[config.mk]
export PLATFORM = sky130hd
export DESIGN_NAME = vdot_engine
export DESIGN_NICKNAME = d
export VERILOG_FILES = /design/src/rtl/vpu_pkg.sv /design/src/rtl/dot8_i8.sv /design/src/rtl/vdot_engine.sv
export SDC_FILE = /design/constraint.sdc
export NUM_CORES = 2
export LEC_CHECK = 0
export BUFFER_PORTS_ARGS = -buffer_cell sky130_fd_sc_hd__clkbuf_2
export CORE_MARGIN = 2
export CORE_UTILIZATION = 34
export CTS_BUF_LIST = sky130_fd_sc_hd__clkbuf_2
export DETAILED_ROUTE_END_ITERATION = 16
export PLACE_DENSITY_LB_ADDON = 0.15
export SLEW_MARGIN = 10
export SYNTH_ARGS = -nofsm -noshare
export SYNTH_HDL_FRONTEND = slang
export SYNTH_SLANG_ARGS = --single-unit
[constraint.sdc]
create_clock -name clk -period 12.05 [get_ports clk]
set_input_delay 2.41 -clock clk [delete_from_list [all_inputs] [get_ports clk]]
set_output_delay 2.41 -clock clk [all_outputs]
set_load 0.02 [all_outputs]
[src/rtl/vpu_pkg.sv]
// vpu_pkg: shared constants and types for the vector dot-product engine.
//   LANES / LANE_W : lane layout of a 64-bit VRF word (8 x int8)
//   AM_RW / AM_IDLE: VRF access-mode encodings for R_am / W_am
//   state_t        : sequencer states of vdot_engine
package vpu_pkg;

    localparam int          LANES   = 8;
    localparam int          LANE_W  = 8;
    localparam int          PROD_W  = 2 * LANE_W;
    localparam int          DOT_W   = PROD_W + 3;
    localparam logic [1:0]  AM_RW   = 2'b01;
    localparam logic [1:0]  AM_IDLE = 2'b00;

    typedef enum logic [1:0] {
        IDLE  = 2'b00,
        READ  = 2'b01,
        DRAIN = 2'b10,
        WRITE = 2'b11
    } state_t;

endpackage

[src/rtl/dot8_i8.sv]
// dot8_i8: combinational 8-lane signed int8 dot product.
//   a, b : 64-bit words, each 8 signed int8 lanes (lane k = bits 8k+7:8k)
//   sum  : 19-bit signed sum of the 8 lane products
module dot8_i8
    import vpu_pkg::*;
(
    input  logic [LANES*LANE_W-1:0] a,
    input  logic [LANES*LANE_W-1:0] b,
    output logic signed [DOT_W-1:0] sum
);

    logic signed [PROD_W-1:0] prod [LANES];

    for (genvar k = 0; k < LANES; k++) begin : g_lane
        logic signed [LANE_W-1:0] la;
        logic signed [LANE_W-1:0] lb;
        assign la      = a[k*LANE_W +: LANE_W];
        assign lb      = b[k*LANE_W +: LANE_W];
        assign prod[k] = la * lb;
    end

    always_comb begin
        sum = '0;
        for (int k = 0; k < LANES; k++) begin
            sum = sum + {{(DOT_W-PROD_W){prod[k][PROD_W-1]}}, prod[k]};
        end
    end

endmodule

[src/rtl/vdot_engine.sv]
// vdot_engine: sequences paired VRF reads, accumulates the int8 dot product
// of each pair and writes the sign-extended result back to the VRF.
//   clk, rst          : clock, synchronous active-high reset
//   start             : request, only looked at while idle
//   base_addr/len/dst : first pair address, number of pairs, destination
//   busy, done        : in-progress flag, one-cycle completion pulse
//   R_am/R_addr       : VRF paired-read port; rd_data1/rd_data2 return data
//   W_am/W_addr/W_data: VRF write port
//
// state | meaning
// IDLE  | waiting for start
// READ  | issuing one paired read per cycle
// DRAIN | last read data in flight, final accumulate at exit
// WRITE | write presented to VRF for one cycle
module vdot_engine
    import vpu_pkg::*;
#(
    parameter int LEN_W = 5,
    parameter int ACC_W = 32
) (
    input  logic             clk,
    input  logic             rst,
    input  logic             start,
    input  logic [LEN_W-1:0] base_addr,
    input  logic [LEN_W-1:0] len,
    input  logic [LEN_W-1:0] dst_addr,
    output logic             busy,
    output logic             done,
    output logic [1:0]       R_am,
    output logic [LEN_W-1:0] R_addr,
    input  logic [63:0]      rd_data1,
    input  logic [63:0]      rd_data2,
    output logic [1:0]       W_am,
    output logic [LEN_W-1:0] W_addr,
    output logic [63:0]      W_data
);

    state_t                  state;
    state_t                  state_nx;
    logic [LEN_W-1:0]        cnt;
    logic [LEN_W-1:0]        dst_q;
    logic                    rv;
    logic signed [ACC_W-1:0] acc;
    logic signed [ACC_W-1:0] acc_nx;
    logic signed [DOT_W-1:0] dot;

    dot8_i8 u_dot (
        .a   (rd_data1),
        .b   (rd_data2),
        .sum (dot)
    );

    // The VRF holds stale data when not reading, so only rv qualifies it.
    always_comb begin
        acc_nx = acc;
        if (rv) begin
            acc_nx = acc + {{(ACC_W-DOT_W){dot[DOT_W-1]}}, dot};
        end
    end

    always_comb begin
        state_nx = state;
        case (state)
            IDLE:    if (start) state_nx = (len == '0) ? WRITE : READ;
            READ:    if (cnt == '0) state_nx = DRAIN;
            DRAIN:   state_nx = WRITE;
            WRITE:   state_nx = IDLE;
            default: state_nx = IDLE;
        endcase
    end

    always_ff @(posedge clk) begin
        if (rst) begin
            state  <= IDLE;
            cnt    <= '0;
            dst_q  <= '0;
            rv     <= 1'b0;
            acc    <= '0;
            busy   <= 1'b0;
            done   <= 1'b0;
            R_am   <= AM_IDLE;
            R_addr <= '0;
            W_am   <= AM_IDLE;
            W_addr <= '0;
            W_data <= '0;
        end else begin
            state <= state_nx;
            rv    <= (R_am == AM_RW);
            done  <= (state == WRITE);
            acc   <= acc_nx;
            case (state)
                IDLE: begin
                    if (start) begin
                        busy  <= 1'b1;
                        dst_q <= dst_addr;
                        acc   <= '0;
                        if (len != '0) begin
                            R_am   <= AM_RW;
                            R_addr <= base_addr;
                            cnt    <= len - LEN_W'(1);
                        end else begin
                            W_am   <= AM_RW;
                            W_addr <= dst_addr;
                            W_data <= '0;
                        end
                    end
                end
                READ: begin
                    if (cnt != '0) begin
                        R_addr <= R_addr + LEN_W'(2);
                        cnt    <= cnt - LEN_W'(1);
                    end else begin
                        R_am <= AM_IDLE;
                    end
                end
                DRAIN: begin
                    // Final accumulate lands on this same edge, so write acc_nx.
                    W_am   <= AM_RW;
                    W_addr <= dst_q;
                    W_data <= {{(64-ACC_W){acc_nx[ACC_W-1]}}, acc_nx};
                end
                WRITE: begin
                    W_am <= AM_IDLE;
                    busy <= 1'b0;
                end
                default: ;
            endcase
        end
    end

endmodule
# --- After elaboration in Yosys (flattened, before gate mapping) ---
# Index checks and enable logic that the tools add are counted.
word_totals:
  elab_cells: 87
  in_bits: 146
  ff_bits: 125
  output_inout_bits: 80
op_classes:
  eq_ne: 10
  mul: 8
  mux: 30
  reduce_logical: 16
  addsub: 11
op_table:
  columns: ["operator", "count"]
  rows:
  - ["multiplier 8 x 8 -> 16 bit", 8]
  - ["2-to-1 mux 64 bit", 2]
  - ["case mux 64 bit (2 select lines)", 1]
  - ["adder 19 bit", 6]
  - ["2-to-1 mux 32 bit", 3]
  - ["2-to-1 mux 5 bit", 8]
  - ["adder 32 bit", 1]
  - ["case mux 5 bit (2 select lines)", 3]
  - ["adder 16 x 16 -> 17 bit", 1]
  - ["2-to-1 mux 2 bit", 8]
  - ["!= test 2 bit (second input constant)", 6]
  - ["zero test 5 bit", 2]
  - ["nonzero test 5 bit", 2]
  - ["subtractor 5 x 1 -> 5 bit (second input constant)", 2]
  - ["case mux 2 bit (4 select lines)", 1]
  - ["AND reduction 4 bit", 2]
  - ["case mux 2 bit (3 select lines)", 1]
  - ["AND reduction 2 bit", 3]
  - ["AND reduction 3 bit", 2]
  - ["nonzero test 2 bit", 3]
  - ["adder 5 x 2 -> 5 bit (second input constant)", 1]
  - ["== test 2 x 1 -> 1 bit (second input constant)", 2]
  - ["== test 2 bit (second input constant)", 2]
  - ["case mux 2 bit (2 select lines)", 1]
  - ["4 further kinds", 4]

# --- Longest topological paths before layout ---
depth:
  word_depth: 12
  depth_mapped: 45
  depth_no_buf: 45

# --- By module ---
# From an unflattened synthesis, not the netlist that was laid out.
hier_totals:
  cells_unflattened: 3196
  area_unflattened_um2: 28393.5
by_module_without_submodules:
  columns: ["module", "seq_area_each_um2", "area_per_inst_um2", "instances", "cells_each"]
  rows:
  - ["dot8_i8", 0.0, 22635.5, 1, 2490]
  - ["vdot_engine", 1821.7, 5758.0, 1, 706]

# --- Worst setup path before layout ---
# No wires, ideal clock.
synth_timing:
  kind: "input -> register"
  startpoint: "in rd_data2[8]"
  endpoint: "reg W_data[26]"
  path_buffers: 0
  path_stages: 40
  path_slack_ns: -0.717
  t_arrival_ns: 12.697
  required_ns: 11.980
  path_cell_list: "and2_1 > inv_1 > fa_1 > fa_1 > inv_1 > fa_1 > fa_1 > fa_1 > inv_1 > fa_1 > inv_1 > ha_1 > inv_1 > o21ai_0 > a21oi_1 > o211ai_1 > xnor2_1 > fa_1 > [... 4 more ...] > ha_1 > a21o_1 > a31o_1 > or4_1 > o21a_1 > nand4_1 > o211ai_2 > xnor2_2 > ha_1 > nand2_1 > nand2b_1 > a2111oi_0 > o21ai_1 > a41oi_1 > xnor2_1 > mux2i_1 > or3_1 > a21oi_1"
synth_between:
  elab_chain_len: 11
synth_lines:
  columns: ["element", "line", "source"]
  rows:
  - ["start: declaration", "vdot_engine.sv:32", "input logic [63:0] rd_data2,"]
  - ["multiplier 8 x 8 -> 16 bit", "dot8_i8.sv:19", "assign prod[k] = la * lb;"]
  - ["adder 16 x 16 -> 17 bit", "dot8_i8.sv:25", "sum = sum + {{(DOT_W-PROD_W){prod[k][PROD_W-1]}}, prod[k]};"]
  - ["adder 19 bit (6 in a row)", "dot8_i8.sv:25", null]
  - ["adder 32 bit", "vdot_engine.sv:57", "acc_nx = acc + {{(ACC_W-DOT_W){dot[DOT_W-1]}}, dot};"]
  - ["2-to-1 mux 32 bit", "vdot_engine.sv:56", "if (rv) begin"]
  - ["case mux 64 bit (2 select lines)", "vdot_engine.sv:91", "case (state)"]
  - ["end signal: assignment", "vdot_engine.sv:120", "W_data <= {{(64-ACC_W){acc_nx[ACC_W-1]}}, acc_nx};"]
  - ["end: declaration", "vdot_engine.sv:35", "output logic [63:0] W_data"]
# No other way between the ends.
# A chain may end at the register's enable or synchronous reset.

# --- Worst setup path in the final report ---
layout_timing:
  startpoint: "in rd_data1[11]"
  endpoint: "reg W_data[26]"
layout_between:
  elab_chain_len: 11
layout_lines:
  columns: ["element", "line", "source"]
  rows:
  - ["start: declaration", "vdot_engine.sv:31", "input logic [63:0] rd_data1,"]
  - ["multiplier 8 x 8 -> 16 bit", "dot8_i8.sv:19", null]
  - ["adder 16 x 16 -> 17 bit", "dot8_i8.sv:25", null]
  - ["adder 19 bit (6 in a row)", "dot8_i8.sv:25", null]
  - ["adder 32 bit", "vdot_engine.sv:57", null]
  - ["2-to-1 mux 32 bit", "vdot_engine.sv:56", null]
  - ["case mux 64 bit (2 select lines)", "vdot_engine.sv:91", null]
# No other way between the ends.

==> impl_metrics.env <==
export IMPL_end_kind="flop"
export IMPL_critical_path_slowest_cell="sky130_fd_sc_hd__fa_1"
export IMPL_critical_path_most_common_cell="sky130_fd_sc_hd__fa_1"
export IMPL_violated_checks="negative setup slack"
export IMPL_final_antenna_net_count=0
export IMPL_timing_final_ws_setup_ns=-0.147
export IMPL_cts_max_path_buffers=2
export IMPL_worst_hold_slack_ns=0.474
export IMPL_rows=105
export IMPL_nNetsFinal=4674
export IMPL_final_weighted_congestion_in_routability_driven_placement=0.851
export IMPL_netlist_instances=3093
export IMPL_tritoncts="done"
export IMPL_synth_seq_cells=91
export IMPL_cts_max_level=3
export IMPL_grt_pass1_vias=22200
export IMPL_tritoncts_num_buffers=9
export IMPL_timing_critical_path_slowest_cell_delay_ns=0.59
export IMPL_status="finished with violations"
export IMPL_syn_area_per_cell_um2=9.05
export IMPL_grt_overflow_total=0
export IMPL_drt_initial_drc_count=657
export IMPL_clkLatencyLatePin_ns=0.62
export IMPL_cts_clk_slew_worst_paths_ns=0.25
export IMPL_yosysWarnings=0
export IMPL_core_area_um2=81800
export IMPL_clock_sink_count=91
export IMPL_yosys_cell_types_count=75
export IMPL_placed_area_um2=33400
export IMPL_dominantRegCellSynth="sky130_fd_sc_hd__dfxtp_1"
export IMPL_grt_pass1_wl_mm=117
export IMPL_largest_area_contributor_in_the_netlist="sky130_fd_sc_hd__fa_1"
export IMPL_slew_of_the_pin_with_the_lowest_slew_margin_ns=1.17
export IMPL_ys_async_sr_fraction=0
export IMPL_synth_enable_flop_cells=0
export IMPL_sequential_to_total_area_share_from_yosys_stat=0.0651
export IMPL_finalCritPeriodShare=1.01
export IMPL_timing_max_slew_rel_slack=0.220
export IMPL_synthesis_area_um2=28000
export IMPL_detailedPlacementHpwl_mm=63.4
export IMPL_drt_drc_violations_left=0
export IMPL_layout_drive_gt1_share=0.217
export IMPL_cp_start_kind="primary input"
export IMPL_drv_slew=0
export IMPL_top_level_ports=226
export IMPL_cp_max_fo=8
export IMPL_initial_utilization=0.342
export IMPL_fp_dieArea_um2=84600
export IMPL_final_setup_viol_count=7
export IMPL_fin_skew_ns=0.0291
export IMPL_grt_util_all_layers=0.171
export IMPL_dr_pass1_iters=5
export IMPL_hold_class="flop to flop"
export IMPL_root_buffer="sky130_fd_sc_hd__clkbuf_2"
export IMPL_cp_arrival_ns=12.76
export IMPL_chipWidth_um=291
export IMPL_drv_cap=0
export IMPL_antenna_found_initial=3
export IMPL_detailed_route_via_count=21100
export IMPL_synth_area_leaders="sky130_fd_sc_hd__fa_1 (40%), sky130_fd_sc_hd__ha_1 (13%), sky130_fd_sc_hd__inv_1 (9.6%), sky130_fd_sc_hd__and2_1 (6.6%), sky130_fd_sc_hd__dfxtp_1 (6.5%)"
export IMPL_finalWirelength_mm=70.4
export IMPL_place_port_buffers=223
export IMPL_final_area_um2=34200
export IMPL_cp_required_ns=12.61
export IMPL_unrepaired_setup_endpoints_after_global_routing="true"
export IMPL_die_h_um=291
export IMPL_drt_vias_per_instance=4.43
export IMPL_fmax_mhz=82.0
export IMPL_hold_buffer_count_at_cts=0
export IMPL_critical_path_class="primary input to flop"
export IMPL_syn_to_final_growth_pct=22.3
export IMPL_report_final_hold_viol_count=0
export IMPL_avgRoutedWirePerCell_um=14.8
export IMPL_grt_start_max_net_pins=62
export IMPL_period_minus_slack_ns=12.20
export IMPL_layout_filler_cells=8412
export IMPL_yosys_area_top_type_share=0.399
[cell type report]
cell class | instances | area (um2) | share of cell area
Antenna cell | 2 | 5.00 | 0.000146
Clock buffer | 9 | 45.0 | 0.00132
Clock inverter | 6 | 88.8 | 0.00260
Inverter | 722 | 2720 | 0.0794
Multi-Input combinational cell | 2211 | 23700 | 0.694
Sequential cell | 91 | 1820 | 0.0533
Tap cell | 1070 | 1340 | 0.0391
Timing Repair Buffer | 649 | 4460 | 0.130
[timing repair]
item / CTS / global route
gates resized for setup: 33 / 108
endpoints found under the setup margin: 19 / 35
pin swaps: 24 / 67
buffers inserted: 7 / 11
[cell usage in the layout (no fill, tap or decap), types with 5 or more instances in the layout]
cell type,n
sky130_fd_sc_hd__xor2_1,26
sky130_fd_sc_hd__nand3b_1,5
sky130_fd_sc_hd__a21oi_1,103
sky130_fd_sc_hd__a21o_1,29
sky130_fd_sc_hd__inv_2,10
sky130_fd_sc_hd__fa_1,553
sky130_fd_sc_hd__nand2b_1,58
sky130_fd_sc_hd__and2_4,8
sky130_fd_sc_hd__nor2_1,137
sky130_fd_sc_hd__or3_1,6
sky130_fd_sc_hd__buf_6,12
sky130_fd_sc_hd__nor4_1,5
sky130_fd_sc_hd__dfxtp_1,90
sky130_fd_sc_hd__nand2_1,222
sky130_fd_sc_hd__o21a_1,17
sky130_fd_sc_hd__clkbuf_2,222
sky130_fd_sc_hd__buf_4,415
sky130_fd_sc_hd__nor3_1,20
sky130_fd_sc_hd__a21oi_2,19
sky130_fd_sc_hd__o21bai_1,23
sky130_fd_sc_hd__o21ai_2,11
sky130_fd_sc_hd__o21ai_1,14
sky130_fd_sc_hd__a21boi_1,5
sky130_fd_sc_hd__xnor2_1,123
sky130_fd_sc_hd__mux2i_1,38
sky130_fd_sc_hd__and2_1,286
sky130_fd_sc_hd__buf_12,5
sky130_fd_sc_hd__a2bb2oi_1,7
sky130_fd_sc_hd__xnor2_2,10
sky130_fd_sc_hd__a211oi_1,15
sky130_fd_sc_hd__fa_2,5
sky130_fd_sc_hd__inv_1,708
sky130_fd_sc_hd__ha_1,265
sky130_fd_sc_hd__nand4_1,7
sky130_fd_sc_hd__o21ai_0,39
sky130_fd_sc_hd__ha_4,19
sky130_fd_sc_hd__nor2b_1,26
sky130_fd_sc_hd__nand3_1,8
[flip-flops by register name, indices dropped and copies added (netlist names), named ones only]
name	cells
acc	25
W_addr	5
R_am	1
rv	1
busy	1
R_addr	5
W_am	1
dst_q	5
W_data	32
cnt	5
done	1
state	2
[per-stage QoR]
step	setup WS, ns	util	std cells	TNS [ns]
after global routing	-0.494	0.418	4759	-6.22
after CTS	-0.163	0.412	4748	-0.692
after floorplan	-0.358	-	3094	-2.17
final	-0.147	0.418	4760	-0.438
after detailed placement	-0.984	0.408	4727	-23.58
after global placement	-0.969	0.408	4727	-23.41
[metal layers]
metal / wire length [um] / share of wire / global-route usage
met4: 507 / 0.0072 / 0.0164
met2: 35700 / 0.51 / 0.305
met1: 32900 / 0.47 / 0.237
met5: 12 / 0.00017 / 0
met3: 1220 / 0.017 / 0.00825
[cells by family after synthesis]
| logic type | Yosys count | synth area share |
|---|---|---|
| AO/OA/AOI/OAI | 346 | 0.0791 |
| XOR/XNOR | 164 | 0.0532 |
| adder cells (fa/ha/maj) | 844 | 0.527 |
| buffers and inverters | 792 | 0.112 |
| flip-flops | 91 | 0.0651 |
| multiplexers | 39 | 0.0140 |
| other | 1 | 0.000134 |
| AND/OR/NAND/NOR | 816 | 0.150 |
[worst max-delay path, delay by kind of cell]
| kind | cells | cell delay, ns |
|---|---|---|
| XOR/XNOR | 3 | 0.45 |
| adder cells (fa/ha/maj) | 13 | 5.70 |
| buffers and inverters | 11 | 0.95 |
| AO/OA/AOI/OAI | 11 | 1.90 |
| multiplexers | 1 | 0.10 |
| AND/OR/NAND/NOR | 5 | 1.25 |
[worst paths after layout]
check / start / to / slack, ns / cells past startpoint
worst min register to register: dst_q[2] / dst_q[2] / 0.47 / 2
worst min-delay path: dst_q[2] / dst_q[2] / 0.47 / 2
worst max-delay path: rd_data1[11] / W_data[26] / -0.15 / 44
worst max register to register: acc[0] / W_data[26] / 8.76 / 14
[cell usage after synthesis (12+ instances only)]
master	number
sky130_fd_sc_hd__nor2_1	139
sky130_fd_sc_hd__mux2i_1	39
sky130_fd_sc_hd__ha_1	286
sky130_fd_sc_hd__inv_1	719
sky130_fd_sc_hd__o21a_1	18
sky130_fd_sc_hd__a211oi_1	16
sky130_fd_sc_hd__dfxtp_1	91
sky130_fd_sc_hd__a21oi_1	120
sky130_fd_sc_hd__nor3_1	20
sky130_fd_sc_hd__nor2b_1	28
sky130_fd_sc_hd__xor2_1	28
sky130_fd_sc_hd__o21ai_0	53
sky130_fd_sc_hd__and2_1	294
sky130_fd_sc_hd__xnor2_1	132
sky130_fd_sc_hd__a21o_1	29
sky130_fd_sc_hd__o21ai_1	12
sky130_fd_sc_hd__o21bai_1	23
sky130_fd_sc_hd__buf_4	34
sky130_fd_sc_hd__nand2_1	225
sky130_fd_sc_hd__clkbuf_1	30
sky130_fd_sc_hd__nand2b_1	59
sky130_fd_sc_hd__fa_1	558
Power is left out: the tool's default activity adds up to more than one toggle a clock period on the data nets, which glitch-free logic cannot reach.
